## config.mk

```make
export PLATFORM = sky130hd
export DESIGN_NAME = hsv_to_rgb_pipe
export DESIGN_NICKNAME = d
export VERILOG_FILES = /design/src/rtl/hsv_to_rgb_pipe.sv
export SDC_FILE = /design/constraint.sdc
export NUM_CORES = 1
export LEC_CHECK = 0
export BUFFER_PORTS_ARGS = -buffer_cell sky130_fd_sc_hd__clkbuf_2
export CORE_MARGIN = 1
export CORE_UTILIZATION = 45
export DETAILED_ROUTE_END_ITERATION = 16
export PLACE_DENSITY = 0.72
export SETUP_SLACK_MARGIN = 0.3
export SYNTH_ARGS = -nofsm -noshare
export SYNTH_HDL_FRONTEND = slang
export SYNTH_SLANG_ARGS = --single-unit
```

## constraint.sdc

```tcl
create_clock -name clk -period 24.8 [get_ports clk]
set_input_delay 4.96 -clock clk [delete_from_list [all_inputs] [get_ports clk]]
set_output_delay 4.96 -clock clk [all_outputs]
set_load 0.01 [all_outputs]
```

## src/rtl/hsv_to_rgb_pipe.sv

```systemverilog
// hsv_to_rgb_pipe: streaming HSV -> RGB converter, integer arithmetic, no dividers.
// Latency: 3 register stages, so a pixel accepted on one edge is on out_rgb after the 2nd following edge.
// Backpressure: all stages advance together when (!out_valid | out_ready); in_ready is that term, combinationally.
// Ports: clk, reset (async active-low), in_valid/in_ready/in_hsv{H,S,V}/in_user,
//        out_valid/out_ready/out_rgb{R,G,B}/out_user.
// Optional: define HSV_BYPASS_EN to add in_bypass, which passes in_hsv straight to out_rgb.
module hsv_to_rgb_pipe #(
  parameter int USER_W = 2
) (
  input  logic              clk,
  input  logic              reset,
  input  logic              in_valid,
  output logic              in_ready,
  input  logic [23:0]       in_hsv,
  input  logic [USER_W-1:0] in_user,
`ifdef HSV_BYPASS_EN
  input  logic              in_bypass,
`endif
  output logic              out_valid,
  input  logic              out_ready,
  output logic [23:0]       out_rgb,
  output logic [USER_W-1:0] out_user
);

  logic adv;
  assign adv      = !out_valid || out_ready;
  assign in_ready = adv;

  // ---------------- stage 1: sector split ----------------
  // H in 0..255 times 6 gives 0..1530; the top 3 bits are the 60-degree
  // sector (never above 5) and the low byte is the position inside it.
  logic [10:0] hs6;
  assign hs6 = {3'd0, in_hsv[23:16]} * 11'd6;

  logic              s1_vld;
  logic [7:0]        s1_s, s1_v, s1_f;
  logic [2:0]        s1_region;
  logic              s1_gray;
  logic [USER_W-1:0] s1_user;

  // ---------------- stage 2: p/q/t products ----------------
  // 255-x is written as ~x on 8-bit values. Every product is 8x8 -> 16 bits,
  // so keeping the upper byte never overflows.
  logic [7:0] p_c, q_c, t_c;
  assign p_c = 8'(({8'd0, s1_v} * {8'd0, ~s1_s}) >> 8);
  assign q_c = 8'(({8'd0, s1_v} *
                   {8'd0, ~(8'(({8'd0, s1_s} * {8'd0, s1_f}) >> 8))}) >> 8);
  assign t_c = 8'(({8'd0, s1_v} *
                   {8'd0, ~(8'(({8'd0, s1_s} * {8'd0, ~s1_f}) >> 8))}) >> 8);

  logic              s2_vld;
  logic [7:0]        s2_v, s2_p, s2_q, s2_t;
  logic [2:0]        s2_region;
  logic              s2_gray;
  logic [USER_W-1:0] s2_user;

`ifdef HSV_BYPASS_EN
  // Raw pixel travels alongside so bypass keeps the same latency.
  logic        s1_byp, s2_byp;
  logic [23:0] s1_raw, s2_raw;
`endif

  // ---------------- stage 3: sector select ----------------
  logic [23:0] rgb_c;
  always_comb begin
    rgb_c = {s2_v, s2_v, s2_v};
    if (!s2_gray) begin
      case (s2_region)
        3'd0:    rgb_c = {s2_v, s2_t, s2_p};
        3'd1:    rgb_c = {s2_q, s2_v, s2_p};
        3'd2:    rgb_c = {s2_p, s2_v, s2_t};
        3'd3:    rgb_c = {s2_p, s2_q, s2_v};
        3'd4:    rgb_c = {s2_t, s2_p, s2_v};
        3'd5:    rgb_c = {s2_v, s2_p, s2_q};
        default: rgb_c = {s2_v, s2_v, s2_v};
      endcase
    end
`ifdef HSV_BYPASS_EN
    if (s2_byp) rgb_c = s2_raw;
`endif
  end

  always_ff @(posedge clk or negedge reset) begin
    if (!reset) begin
      s1_vld    <= 1'b0;
      s1_s      <= '0;
      s1_v      <= '0;
      s1_f      <= '0;
      s1_region <= '0;
      s1_gray   <= 1'b0;
      s1_user   <= '0;
      s2_vld    <= 1'b0;
      s2_v      <= '0;
      s2_p      <= '0;
      s2_q      <= '0;
      s2_t      <= '0;
      s2_region <= '0;
      s2_gray   <= 1'b0;
      s2_user   <= '0;
      out_valid <= 1'b0;
      out_rgb   <= '0;
      out_user  <= '0;
`ifdef HSV_BYPASS_EN
      s1_byp    <= 1'b0;
      s1_raw    <= '0;
      s2_byp    <= 1'b0;
      s2_raw    <= '0;
`endif
    end else if (adv) begin
      // Bubbles shift through like pixels; nothing is compressed.
      s1_vld    <= in_valid;
      s1_s      <= in_hsv[15:8];
      s1_v      <= in_hsv[7:0];
      s1_f      <= hs6[7:0];
      s1_region <= hs6[10:8];
      s1_gray   <= (in_hsv[15:8] == 8'd0);
      s1_user   <= in_user;
      s2_vld    <= s1_vld;
      s2_v      <= s1_v;
      s2_p      <= p_c;
      s2_q      <= q_c;
      s2_t      <= t_c;
      s2_region <= s1_region;
      s2_gray   <= s1_gray;
      s2_user   <= s1_user;
      out_valid <= s2_vld;
      out_rgb   <= rgb_c;
      out_user  <= s2_user;
`ifdef HSV_BYPASS_EN
      s1_byp    <= in_bypass;
      s1_raw    <= in_hsv;
      s2_byp    <= s1_byp;
      s2_raw    <= s1_raw;
`endif
    end
  end

endmodule

```

## Word level (Yosys, flattened, before mapping)

Index checks and enable logic that the tools add are counted.

| operators by class | value |
|---|---|
| $add $sub $neg | 0 |
| multipliers | 6 |
| divide/modulo/power cells | 0 |
| $lt $le $gt $ge | 0 |
| eq/ne operators | 5 |
| shift-type cells | 0 |
| muxes and demuxes | 2 |
| bitwise logic cells | 4 |
| reduce and logical (&&, ||, !) cells | 4 |

Operator list:

| kind | count |
|---|---|
| one-hot mux 24 bit (6 select lines) | 1 |
| multiplier 8 x 8 -> 16 bit | 4 |
| inverter 8 bit | 4 |
| two-way mux 24 bit | 1 |
| multiplier 8 x 7 -> 15 bit | 1 |
| multiplier 8 x 2 -> 10 bit (second input constant) | 1 |
| zero test 8 bit | 1 |
| == test 3 x 2 -> 1 bit (second input constant) | 2 |
| == test 3 bit (second input constant) | 2 |
| == test 3 x 1 -> 1 bit (second input constant) | 1 |
| zero test 3 bit | 1 |
| zero test 1 bit | 1 |
| logical OR 1 bit | 1 |

| word-level totals | value |
|---|---|
| register bits | 96 |
| latch bits | 0 |
| memory bits (writable) | 0 |
| bits in read-only memories | 0 |
| output and inout bits | 28 |
| logic and storage cells | 39 |
| memories | 0 |

## Logic depth before layout (Yosys ltp)

| depth | value |
|---|---|
| depth after elaboration | 4 |
| depth in mapped cells | 37 |

## Worst setup path after synthesis

OpenSTA, ideal clock, no wires.

| timing | value |
|---|---|
| path kind | input -> output |
| start | input out_ready |
| end | output in_ready |
| data arrival time | 5.541 ns |
| setup slack | 14.299 ns |
| stages on the path | 4 |
| cell sequence | nor2b_1 inv_1 buf_6 clkbuf_1 |

| between the ends | value |
|---|---|
| longest elaborated chain between the ends | 1 |

RTL lines:

| item | line | source |
|---|---|---|
| from (decl) | 20 | `input logic out_ready,` |
| logical OR 1 bit | 26 | `assign adv = !out_valid \|\| out_ready;` |
| to (decl) | 13 | `output logic in_ready,` |

Every way passes these cells.

## Worst setup path after layout

Ends and elaborated chain as after synthesis.

==> results.cfg <==
[global_route]
overflow = 0
grt_max_degree = 94
grt_pass1_wl_um = 56500
grt_use_total = 0.213
first_global_vias = 11600
antenna_found_initial = 1

[cts]
postCtsHoldBufs = 0
h-tree-depth = 3
clkSlewWorstSetupHoldPaths_ps = 70
cts_num_sinks = 96
cts-root-buf = clkbuf_16
cts_setup_buffers = 0
numCtsBuffers = 9
post_cts_resized = 0
cts_tree = done
clockBufferDepth = 2
insertion_delay_ps = 360

[synthesis]
ys_types = 67
yosys_warnings = 0
ys_ff_latch = 96
async_reset_ff_frac = 1.00
syn_area_um2 = 14200
synth_top_area_frac = 0.238
syn_inst = 1661
synth_area_leader_cell = fa_1
synth.top_cells.by_area = fa_1 (24%), dfrtp_1 (17%), ha_1 (15%), inv_1 (5.7%), nand2_1 (5.7%)
synth_nets = 2032
synth-edff-count = 0
synthFlopType = dfrtp_1
ys_seq_area_frac = 0.169
syn_area_per_cell_um2 = 8.57

[floorplan]
dieArea_um2 = 32400
io_pins = 58
fp.dieH_um = 180
start_util = 0.462
fp.dieW_um = 180
core-area_um2 = 30800
rows = 64

[placed_design]
gp_congestion = 0.841
port_buffers = 57
dpl.hpwl_um = 24100

[min_path]
hold_path_class = flop to flop

[routing]
wl_um = 32800
num_vias = 11200
viasPerCell = 5.47
wl_per_cell_um = 16.0
firstDrtPassIters = 6
drt_iter0_markers = 719
antenna_left = 0
drc = 0

[cells_and_area]
final-seq-area_um2 = 2400
antenna_cells = 0
drive_above_1_share = 0.0657
syn_to_final_growth_pct = 5.55
utilization = 0.488
final_cell_mix = inv_1 (216), nand2_1 (215), ha_1 (172)
final_common_cell = inv_1
nFillCells = 2877
fin_nets = 2024
multi_input_area_um2 = 10700

[worst_setup_path]
crit_arrival_ps = 5880
end_kind = primary output
crit_required_ps = 19840
critPathKind = input port to primary output
critical_path_peak_fanout = 35
start_kind = input port

[outcome]
outcome = finished, final reports clean

[timing]
tns_ps = 0
finClkSkew_ps = 10.4
tightest_slew_ps = 1300
drv_slew = 0
finalCritPeriodShare = 0.437
grt_setup_unrepaired = no
finalHoldViolations = 0
slew_headroom = 0.134
max_freq_ghz = 0.0923
setup_viol = 0
layout_min_cycle_time_ps = 10840

[run]
max-cap-violations = 0
==> Yosys cell counts, types with 4 or more instances <==
cell type  count
nand4_1        4
a21oi_1       85
a221oi_1      10
a21o_1        11
ha_1         172
a31oi_1        5
nor3_1        19
inv_1        217
nand2_1      215
xnor2_1       15
nor2_1        89
nand2b_1      61
o31ai_1       17
dfrtp_1       96
nor2b_1      128
and2_1        67
a211oi_1       7
o21ai_0       55
clkbuf_1      74
buf_1          5
xor2_1        20
o21bai_1       6
or2_2          5
a22oi_1        7
fa_1         169
nand3_1       27
o21a_1         8
==> critical path, cell delays in order <==
cell and delay (ps):
clkbuf_2 100, nor2b_4 580, inv_2 80, clkbuf_2 150
==> path summary, 6_finish.rpt <==
kind	startpoint	slack, ps	cells after the start	endpoint
max	out_ready	13960	4	in_ready
min reg2reg	s1_user[1]$_DFFE_PN0P_	470	2	s1_user[1]$_DFFE_PN0P_
max in group asynchronous	reset	19030	2	s1_s[5]$_DFFE_PN0P_
min	s1_user[1]$_DFFE_PN0P_	470	2	s1_user[1]$_DFFE_PN0P_
min in group asynchronous	reset	4530	1	s1_v[3]$_DFFE_PN0P_
max reg2reg	s1_s[4]$_DFFE_PN0P_	15730	31	s2_t[6]$_DFFE_PN0P_
==> area by class of cell <==
| cell class | instances | share of cell area |
|---|---|---|
| clock inverter | 6 | 0.00325 |
| sequential | 96 | 0.160 |
| multi-input combinational | 1262 | 0.711 |
| inverter | 218 | 0.0544 |
| timing repair buffer | 66 | 0.0236 |
| clock buffer | 10 | 0.0152 |
| tap | 396 | 0.0330 |
==> state kept, by name (all words and copies together) (netlist names) <==
name       count
s2_region      3
s1_vld         1
s1_f           7
s1_s           8
out_user       2
s2_gray        1
s2_v           8
s1_region      3
s2_p           8
s2_t           8
out_rgb       24
s2_vld         1
s2_user        2
s1_user        2
s1_v           8
s2_q           8
s1_gray        1
out_valid      1
==> logic make-up after synthesis <==
logic type                 share of synthesized area
adders and majority gates                      0.389
DFF                                            0.169
AOI/OAI and AO/OA                              0.109
xor gates and xnor gates                      0.0250
buffers and inverters                         0.0817
and+or+nand+nor                                0.227
==> per-layer routing <==
layer | vias up | GRT usage | wire length (um)
met2 | 257 | 0.383 | 16600
li1 | 5295 | - | -
met4 | 0 | 0.0576 | 598
met3 | 42 | 0.0231 | 1300
met1 | 5649 | 0.272 | 14300
met5 | - | 0 | 0
==> metrics by stage <==
step / hold slack (ps) / worst slack (ps) / cells / cell area, um2
after floorplan: 430 / 14300 / 1661 / 14200
after global placement: 449 / 13970 / 2038 / 14800
after detailed placement: 455 / 13960 / 2038 / 14800
after CTS: 471 / 13960 / 2054 / 15000
after global routing: 502 / 13870 / 2054 / 15000
final: 471 / 13960 / 2054 / 15000
Power is left out: the tool's default activity adds up to more than one toggle a clock period on the data nets, which glitch-free logic cannot reach.
